`src/rtl/param_down_counter_pkg.sv`:
```
`default_nettype none
// ============================================================================
//  Module      : param_down_counter_pkg
//  Description : Shared FSM state encoding and default widths for the
//                parametrised down counter.
//  Revision    : 1.0 - initial release
// ============================================================================
package param_down_counter_pkg;

  // Default widths: count/load, decrement step, terminal-event counter
  localparam int DEF_WIDTH  = 8;
  localparam int DEF_STEP_W = 4;
  localparam int DEF_TCNT_W = 4;

  // Counter control states
  typedef enum logic [1:0] {
    ST_IDLE = 2'd0,
    ST_RUN  = 2'd1,
    ST_DONE = 2'd2
  } state_e;

endpackage : param_down_counter_pkg
`default_nettype wire

```
`src/rtl/param_down_counter_if.sv`:
```
`default_nettype none
// ============================================================================
//  Module      : param_down_counter_if
//  Description : Control/status bundle of the down counter. The master side
//                loads and steps the counter, the slave side is the counter.
//  Revision    : 1.0 - initial release
// ============================================================================
interface param_down_counter_if #(
  parameter int WIDTH  = 8,
  parameter int STEP_W = 4,
  parameter int TCNT_W = 4
);

  logic [WIDTH-1:0]  in;
  logic              latch;
  logic              dec;
  logic [STEP_W-1:0] step;
  logic              divide_by_two;
  logic              auto_reload;
  logic [WIDTH-1:0]  count;
  logic              zero;
  logic              tc_pulse;
  logic              busy;
  logic [TCNT_W-1:0] tc_count;

  modport master (
    output in, latch, dec, step, divide_by_two, auto_reload,
    input  count, zero, tc_pulse, busy, tc_count
  );

  modport slave (
    input  in, latch, dec, step, divide_by_two, auto_reload,
    output count, zero, tc_pulse, busy, tc_count
  );

endinterface : param_down_counter_if
`default_nettype wire

```
`src/rtl/param_down_counter_dcnt_next.sv`:
```
`default_nettype none
// ============================================================================
//  Module      : param_down_counter_dcnt_next
//  Description : Next-value datapath (dcnt_next): saturating subtract of a
//                zero-extended step, logical divide-by-two, or hold.
//  Revision    : 1.0 - initial release
// ============================================================================
module param_down_counter_dcnt_next #(
  parameter int WIDTH  = 8,
  parameter int STEP_W = 4
) (
  input  wire logic [WIDTH-1:0]  i_count,
  input  wire logic [STEP_W-1:0] i_step,
  input  wire logic              i_dec,
  input  wire logic              i_shift,
  output logic      [WIDTH-1:0]  o_next
);

  // Compare and subtract at a width that holds both operands, so a step
  // wider than the count can never wrap below zero.
  localparam int CW = WIDTH + STEP_W;

  logic [CW-1:0]    w_count_ext;
  logic [CW-1:0]    w_step_ext;
  logic [CW-1:0]    w_diff;
  logic [WIDTH-1:0] w_sub;

  assign w_count_ext = {{STEP_W{1'b0}}, i_count};
  assign w_step_ext  = {{WIDTH{1'b0}}, i_step};
  assign w_diff      = w_count_ext - w_step_ext;

  // Saturating subtract, then select dec > shift > hold
  always_comb begin
    w_sub  = (w_count_ext > w_step_ext) ? w_diff[WIDTH-1:0] : '0;
    o_next = i_count;
    if (i_dec) begin
      o_next = w_sub;
    end else if (i_shift) begin
      o_next = i_count >> 1;
    end
  end

endmodule : param_down_counter_dcnt_next
`default_nettype wire

```
`src/rtl/param_down_counter.sv`:
```
`default_nettype none
// ============================================================================
//  Module      : param_down_counter
//  Description : Parametrised down counter with programmable step, shift
//                mode, terminal-count pulse, auto-reload and a wrapping
//                count of terminal events.
//  Revision    : 1.0 - initial release
// ============================================================================
module param_down_counter
  import param_down_counter_pkg::*;
#(
  parameter int WIDTH  = DEF_WIDTH,
  parameter int STEP_W = DEF_STEP_W,
  parameter int TCNT_W = DEF_TCNT_W
) (
  input  wire logic              clock,
  input  wire logic              reset_n,
  param_down_counter_if.slave    bus
);

  state_e            state_q,    state_d;
  logic [WIDTH-1:0]  count_q,    count_d;
  logic [WIDTH-1:0]  reload_q,   reload_d;
  logic              tc_pulse_q, tc_pulse_d;
  logic [TCNT_W-1:0] tc_count_q, tc_count_d;
  logic [WIDTH-1:0]  w_next;

  param_down_counter_dcnt_next #(
    .WIDTH  (WIDTH),
    .STEP_W (STEP_W)
  ) u_dcnt_next (
    .i_count (count_q),
    .i_step  (bus.step),
    .i_dec   (bus.dec),
    .i_shift (bus.divide_by_two),
    .o_next  (w_next)
  );

  // Next-state and register update: latch > dec > divide_by_two > hold
  always_comb begin
    state_d    = state_q;
    count_d    = count_q;
    reload_d   = reload_q;
    tc_pulse_d = 1'b0;
    tc_count_d = tc_count_q;
    if (bus.latch) begin
      // A load always wins and never counts as a terminal event
      count_d  = bus.in;
      reload_d = bus.in;
      state_d  = (bus.in != '0) ? ST_RUN : ST_IDLE;
    end else begin
      case (state_q)
        ST_IDLE: begin
          state_d = ST_IDLE;
        end
        ST_RUN: begin
          if (bus.dec || bus.divide_by_two) begin
            count_d = w_next;
            if (w_next == '0) begin
              state_d    = ST_DONE;
              tc_pulse_d = 1'b1;
              tc_count_d = tc_count_q + TCNT_W'(1);
            end
          end
        end
        ST_DONE: begin
          // A zero reload would re-terminate instantly, so it parks here
          if (bus.auto_reload && (reload_q != '0)) begin
            count_d = reload_q;
            state_d = ST_RUN;
          end
        end
        default: begin
          state_d = ST_IDLE;
          count_d = '0;
        end
      endcase
    end
  end

  // State and datapath registers, cleared asynchronously
  always_ff @(posedge clock or negedge reset_n) begin
    if (!reset_n) begin
      state_q    <= ST_IDLE;
      count_q    <= '0;
      reload_q   <= '0;
      tc_pulse_q <= 1'b0;
      tc_count_q <= '0;
    end else begin
      state_q    <= state_d;
      count_q    <= count_d;
      reload_q   <= reload_d;
      tc_pulse_q <= tc_pulse_d;
      tc_count_q <= tc_count_d;
    end
  end

  assign bus.count    = count_q;
  assign bus.zero     = (count_q == '0);
  assign bus.tc_pulse = tc_pulse_q;
  assign bus.busy     = (state_q == ST_RUN);
  assign bus.tc_count = tc_count_q;

endmodule : param_down_counter
`default_nettype wire
```
`src/flat_wrapper.sv`:
```
// flat-port wrapper written by rule: the top's interface ports become plain ports
module param_down_counter_flat import param_down_counter_pkg::*;
#(
  parameter int WIDTH  = DEF_WIDTH,
  parameter int STEP_W = DEF_STEP_W,
  parameter int TCNT_W = DEF_TCNT_W
)
  (clock, reset_n, bus_in, bus_latch, bus_dec, bus_step, bus_divide_by_two, bus_auto_reload, bus_count, bus_zero, bus_tc_pulse, bus_busy, bus_tc_count);
  param_down_counter_if #(.WIDTH(WIDTH), .STEP_W(STEP_W), .TCNT_W(TCNT_W)) bus_i ();
  input  wire logic clock;
  input  wire logic reset_n;
  input wire logic [$bits(bus_i.in)-1:0] bus_in;
  input wire logic [$bits(bus_i.latch)-1:0] bus_latch;
  input wire logic [$bits(bus_i.dec)-1:0] bus_dec;
  input wire logic [$bits(bus_i.step)-1:0] bus_step;
  input wire logic [$bits(bus_i.divide_by_two)-1:0] bus_divide_by_two;
  input wire logic [$bits(bus_i.auto_reload)-1:0] bus_auto_reload;
  output wire logic [$bits(bus_i.count)-1:0] bus_count;
  output wire logic [$bits(bus_i.zero)-1:0] bus_zero;
  output wire logic [$bits(bus_i.tc_pulse)-1:0] bus_tc_pulse;
  output wire logic [$bits(bus_i.busy)-1:0] bus_busy;
  output wire logic [$bits(bus_i.tc_count)-1:0] bus_tc_count;
  assign bus_i.in = bus_in;
  assign bus_i.latch = bus_latch;
  assign bus_i.dec = bus_dec;
  assign bus_i.step = bus_step;
  assign bus_i.divide_by_two = bus_divide_by_two;
  assign bus_i.auto_reload = bus_auto_reload;
  assign bus_count = bus_i.count;
  assign bus_zero = bus_i.zero;
  assign bus_tc_pulse = bus_i.tc_pulse;
  assign bus_busy = bus_i.busy;
  assign bus_tc_count = bus_i.tc_count;
  param_down_counter #(.WIDTH(WIDTH), .STEP_W(STEP_W), .TCNT_W(TCNT_W)) u_core (.clock(clock), .reset_n(reset_n), .bus(bus_i));
endmodule
```
`config.mk`:
```
export PLATFORM = sky130hd
export DESIGN_NAME = param_down_counter_flat
export DESIGN_NICKNAME = d
export VERILOG_FILES = /design/src/rtl/param_down_counter_pkg.sv /design/src/rtl/param_down_counter_if.sv /design/src/rtl/param_down_counter_dcnt_next.sv /design/src/rtl/param_down_counter.sv /design/src/flat_wrapper.sv
export SDC_FILE = /design/constraint.sdc
export NUM_CORES = 1
export LEC_CHECK = 0
export BUFFER_PORTS_ARGS = -buffer_cell sky130_fd_sc_hd__buf_4
export CAP_MARGIN = 20
export CORE_AREA = 3 3 57 59
export CTS_CLUSTER_DIAMETER = 30
export DETAILED_ROUTE_END_ITERATION = 7
export DIE_AREA = 0 0 60 62
export PLACE_DENSITY = 0.87
export SLEW_MARGIN = 0
export SYNTH_ARGS = -nofsm -noshare
export SYNTH_HDL_FRONTEND = slang
export SYNTH_HIERARCHICAL = 1
export SYNTH_SLANG_ARGS = --single-unit
export TNS_END_PERCENT = 1
```
`constraint.sdc`:
```
create_clock -name clock -period 4.9 [get_ports clock]
set_input_delay 0.245 -clock clock [delete_from_list [all_inputs] [get_ports clock]]
set_output_delay 0.245 -clock clock [all_outputs]
set_load 0.1 [all_outputs]
```
* Word level (Yosys, flattened, before mapping)
Index checks and enable logic that the tools add are counted.
** Operators by class
- Add/subtract/negate cells :: 2
- Multipliers :: 0
- Divide/modulo/power cells :: 0
- $lt $le $gt $ge :: 1
- Equal/unequal tests :: 6
- Shift operators :: 0
- Mux-type cells :: 17
- Bitwise gates (word level) :: 1
- Reduce and logical (&&, ||, !) cells :: 10
** Operators with widths (number)
- 8-bit two-way mux :: 6
- 8-bit one-hot mux with 3 select lines :: 1
- 8-bit zero test :: 2
- 8-bit nonzero test :: 2
- 3-bit by 2-bit != test with 1-bit output, second input constant :: 3
- 8-bit by 4-bit greater-than comparator with 1-bit output :: 1
- 2-bit two-way mux :: 4
- 8-bit by 4-bit subtractor with 8-bit output :: 1
- 3-bit AND reduction :: 2
- 1-bit two-way mux :: 5
- 4-bit by 1-bit adder with 4-bit output, second input constant :: 1
- 2-bit one-hot mux with 2 select lines :: 1
- 4-bit AND reduction :: 1
- 2-bit by 1-bit equality test with 1-bit output, second input constant :: 1
- 2-bit equality test, second input constant :: 1
- 2-bit zero test :: 1
- 2-bit != test, second input constant :: 1
- 1-bit logical AND :: 1
- 1-bit logical OR :: 1
- 1-bit NOT :: 1
** Word-level totals
- Register bits :: 23
- Latch bits :: 0
- RAM bits :: 0
- Bits in read-only memories :: 0
- Bits of input ports :: 18
- Output and inout port bits :: 15
- Memories :: 0

* Logic depth before layout (Yosys ltp)
- Depth after elaboration :: 8
- Gate-level depth with buffers :: 14

* By module
The synthesis kept the hierarchy.
** Modules (own cells, without submodules)
- param_down_counter :: instances 1, cells an instance 114, area each 1189.9 um2
- param_down_counter_dcnt_next :: instances 1, cells an instance 55, area each 397.9 um2

* Worst setup path after synthesis
Ideal clock, no wire load.
- Path kind :: register to register
- Start :: register u_core.count_q[0] (netlist: u_core/bus.count[0])
- End :: register u_core.tc_count_q[1] (netlist: u_core/bus.tc_count[1])
- Library setup time :: 126 ps
- Data arrival time :: 3491 ps
- Required time :: 4774 ps
- Setup slack :: 1284 ps
- Stages on the path, launching flop included :: 14
- Buffers on the path :: 1
- Cells stage by stage :: dfrtp_1 > inv_1 > ha_1 > inv_1 > fa_1 > a21o_1 > a21oi_2 > nand2_1 > or3_1 > a32o_1 > nor4_1 > and4bb_2 > buf_2 > mux2_2
** Between the ends
- Word-level cells in the longest chain between the ends :: 5
- Elaborated cells on any way between the ends :: 7
** Ends and longest elaborated chain
- start: declaration :: RTL line param_down_counter.sv:22 : logic [WIDTH-1:0] count_q, count_d;
- start signal: assignment :: RTL line param_down_counter.sv:91 : count_q <= count_d;
- 8-bit by 4-bit subtractor with 8-bit output or 8-bit by 4-bit greater-than comparator with 1-bit output (tied branches) :: RTL line param_down_counter_dcnt_next.sv:30, param_down_counter_dcnt_next.sv:34
- 8-bit two-way mux * :: RTL line param_down_counter_dcnt_next.sv:34 : w_sub = (w_count_ext > w_step_ext) ? w_diff[WIDTH-1:0] : '0;
- 8-bit two-way mux * :: RTL line param_down_counter_dcnt_next.sv:36 : if (i_dec) begin
- net u_core.w_next[6] :: RTL line param_down_counter.sv:26 : logic [WIDTH-1:0] w_next;
- 8-bit zero test * :: RTL line param_down_counter.sv:59 : if (w_next == '0) begin
- 4-bit AND reduction (no line) *
- end signal: assignment :: RTL line param_down_counter.sv:94 : tc_count_q <= tc_count_d;
- end: declaration :: RTL line param_down_counter.sv:25 : logic [TCNT_W-1:0] tc_count_q, tc_count_d;
The timed path passes the listed nets; every way through them passes the cells marked *.
A chain may end at the register's enable or synchronous reset.

* Worst setup path after layout
Same ends and word-level chain as after synthesis.

==> flow_summary.toml <==
[sta]
achievable-frequency_mhz = 292
totalNegativeSetupSlack_ps = 0
final-hold-violation-count = 0
clock-skew-final_ps = 6.81
max-slew-margin-rel_pct = 65.0
final_min_period_over_clock_period_pct = 70.0
timing.final.crit_period_ps = 3430
timing.final.setup_violations = 0
grt_setup_unrepaired = "false"
tightest_slew_ps = 520
final-max-slew-violation-count = 0

[pwr]
power.sequential.fraction_pct = 33.8
combPwrFrac_pct = 54.3
p_leak_nw = 0.886
power.clock.fraction_pct = 11.9
power_w = 0.000741
p_sw_w = 0.000370
p_sw_share_pct = 50.0
internal_power_w = 0.000370
vdd_ir_drop_max_v = 0.000306
power_density_nw_per_um2 = 396

[die]
die-area_um2 = 3720
initial_utilization_pct = 57.6
placeableCoreArea_um2 = 2760
chipWidth_um = 60
std_cell_rows = 19
ios = 33
die_h_um = 62

[clocking]
clock_tree.htree_level_count = 1
path_clk_slew_ps = 130
clk_root_buffer_cell = "sky130_fd_sc_hd__clkbuf_4"
insertion_delay_of_the_later_clocked_pin_in_the_worst_skew_pair_ps = 310
cts_buffers = 3
max-clock-path-buffers = 2
cts.sink_count = 23
clock_tree_from_tritoncts = "done"

[final_layout]
multi_input_area_um2 = 925
register_area_um2 = 576
fin_nets = 228
final_layout_fill_cell_count = 227
final_layout_size_suffix_gt1_share_pct = 26.1
finish.cell_count_without_fillers = 230
antenna_cells_inserted = 0
area_growth_syn_to_layout_pct = 17.9
final_util_pct = 67.9

[synth]
synth_top_cells_by_count = "sky130_fd_sc_hd__dfrtp_1 (23), sky130_fd_sc_hd__o21ai_0 (18), sky130_fd_sc_hd__inv_1 (15), sky130_fd_sc_hd__nand2_1 (15)"
netlist_area_um2 = 1590
flop_and_latch_count_out_of_synthesis = 23
yosys.cell_types.count = 43
async_reset_ff_share_pct = 100
syn-mean-instance-area_um2 = 9.40
synthCells = 169
synth_top_cells_by_area = "sky130_fd_sc_hd__dfrtp_1 (36%), sky130_fd_sc_hd__ha_1 (7.1%), sky130_fd_sc_hd__mux2_2 (6.4%)"
yosys_warnings = 6
most_frequent_cell_after_synthesis = "sky130_fd_sc_hd__dfrtp_1"
yosys.area.top_type_share_pct = 36.2
synth-seq-area-share_pct = 36.2
synth-edff-count = 0
postSynth.topFlopCell = "sky130_fd_sc_hd__dfrtp_1"
synth_top_cell_by_area = "sky130_fd_sc_hd__dfrtp_1"
syn_nets = 197

[setup_path]
critical_path_class = "reg2reg"
critical_path_arrival_ps = 3640
worstSetupEndpointType = "flop"
worstPathMaxFanout = 5
timing.critical_path.from_type = "flop"
worst_ep_required_time_ps = 5110

[route]
drt_first_pass_iters = 4
route.detailed.drc = 0
wire_per_inst_um = 17.3
finalWirelength_um = 3970
vias_per_cell = 6.31
drt_iter0_markers = 59
drt.antenna.violating_nets = 0
vias = 1451

[placement]
dp_cells = 225
gp_congestion = 0.850
count_of_input_and_output_buffers = 32
detailed_place_hpwl_um = 3080

[flow_run]
max_cap_violations = 0

[global_route]
initial_antenna_violation_count = 0
grt_pass1_vias = 1427
grt-ovfl-total = 0
grt_start_max_net_pins = 24
global_route.usage.total_pct = 23.9
first_pass_grt_wire_length_um = 6640

[min_path]
hp-class = "in2reg"

[outcome]
run_status = "completed"
## registers in the layout (all words and copies together) (netlist names)
register and count:
u_core/reload_q 8, u_core/bus.tc_pulse 1, u_core/bus.tc_count 4, u_core/bus.count 8, u_core/state_q 2
## repair_timing
item	4_1_cts	5_1_grt
hold endpoints to repair	23	0
resized for setup	0	0
hold buffers	1	0
setup buffers	0	0
## power by group through the flow
stage	logic, W	clock network, W	registers [W]
after floorplan	0.000179	0	0.000373
after global placement	0.000383	0	0.000252
after detailed placement	0.000395	0	0.000254
after CTS	0.000397	0.0000901	0.000250
after global routing	0.000426	0.0000985	0.000256
final	0.000402	0.0000884	0.000250
## cell usage in the layout (no fill, tap or decap), types with 2 or more instances in the layout
cell                       Yosys  final
sky130_fd_sc_hd__buf_4         0     32
sky130_fd_sc_hd__dfrtp_1      23     23
sky130_fd_sc_hd__o21ai_0      18     18
sky130_fd_sc_hd__inv_1        15     15
sky130_fd_sc_hd__nand2_1      15     15
sky130_fd_sc_hd__mux2_2        9      9
sky130_fd_sc_hd__a22oi_1       9      9
sky130_fd_sc_hd__ha_1          9      9
sky130_fd_sc_hd__nor4_1        7      7
sky130_fd_sc_hd__mux2i_1       6      6
sky130_fd_sc_hd__o21ai_1       4      4
sky130_fd_sc_hd__clkbuf_4      0      3
sky130_fd_sc_hd__or4_1         3      3
sky130_fd_sc_hd__nor2_1        3      3
sky130_fd_sc_hd__nand2b_1      3      3
sky130_fd_sc_hd__xnor2_1       3      3
sky130_fd_sc_hd__a21oi_1       3      3
sky130_fd_sc_hd__o22ai_1       3      3
sky130_fd_sc_hd__o21a_1        3      3
sky130_fd_sc_hd__nand4_1       2      2
sky130_fd_sc_hd__nor2b_1       2      2
sky130_fd_sc_hd__o31a_1        2      2
## worst max-delay path, stage by stage (launching register included)
cell and delay, ps:
sky130_fd_sc_hd__dfrtp_1 440, sky130_fd_sc_hd__inv_1 70, sky130_fd_sc_hd__ha_1 160, sky130_fd_sc_hd__inv_1 50, sky130_fd_sc_hd__fa_1 420, sky130_fd_sc_hd__a21o_1 210, sky130_fd_sc_hd__a21oi_2 230, sky130_fd_sc_hd__nand2_1 100
sky130_fd_sc_hd__or3_1 310, sky130_fd_sc_hd__a32o_1 280, sky130_fd_sc_hd__nor4_1 360, sky130_fd_sc_hd__and4bb_2 360, sky130_fd_sc_hd__mux2_2 350
## layout make-up
class,instances,share of cell area (%)
sequential,23,30.7
timing repair buffer,33,13.4
clock buffer,4,1.40
tap,31,2.07
inverter,15,3.01
multi-input combinational,124,49.4
## per-layer routing
metal  vias to the layer above  part of all wire, %  GRT usage, %
met5                         -                    0             0
met1                       702                   41          29.5
met4                         0                  2.7          10.8
met2                        59                   51          42.6
met3                        10                  5.2          2.27
li1                        680                    -             -
## path summary, 6_finish.rpt
check	slack (ps)	startpoint	endpoint	cells past startpoint
max in group asynchronous	4330	reset_n	u_core/reload_q[2]	2
setup / recovery	1470	u_core/bus.count[0]	u_core/bus.tc_count[1]	12
setup reg to reg	1470	u_core/bus.count[0]	u_core/bus.tc_count[1]	12
hold / removal	180	bus_in[5]	u_core/reload_q[5]	3
min in group asynchronous	340	reset_n	u_core/state_q[0]	2
hold reg to reg	490	u_core/bus.tc_count[3]	u_core/bus.tc_count[3]	1
## kinds of logic (layout without fill, tap and decap cells)
family,after synthesis,in the layout,synth area share [%]
flops,23,23,36.2
simple gates,43,43,15.3
fa+ha+maj,10,10,8.35
xor+xnor,4,4,2.21
buf+inv,22,52,5.52
compound gates,52,52,22.2
mux,15,15,10.2
## metrics by stage
stage | hold slack (ps) | cell area, um2 | worst slack (ps)
6_report | 177 | 1870 | 1470
5_1_grt | 185 | 1870 | 1330
4_1_cts | 170 | 1870 | 1550
3_5_place_dp | 153 | 1840 | 1580
3_3_place_gp | 146 | 1840 | 1680
2_1_floorplan | -50.6 | 1590 | 1280
No activity file was read; power rests on OpenSTA's default activity.
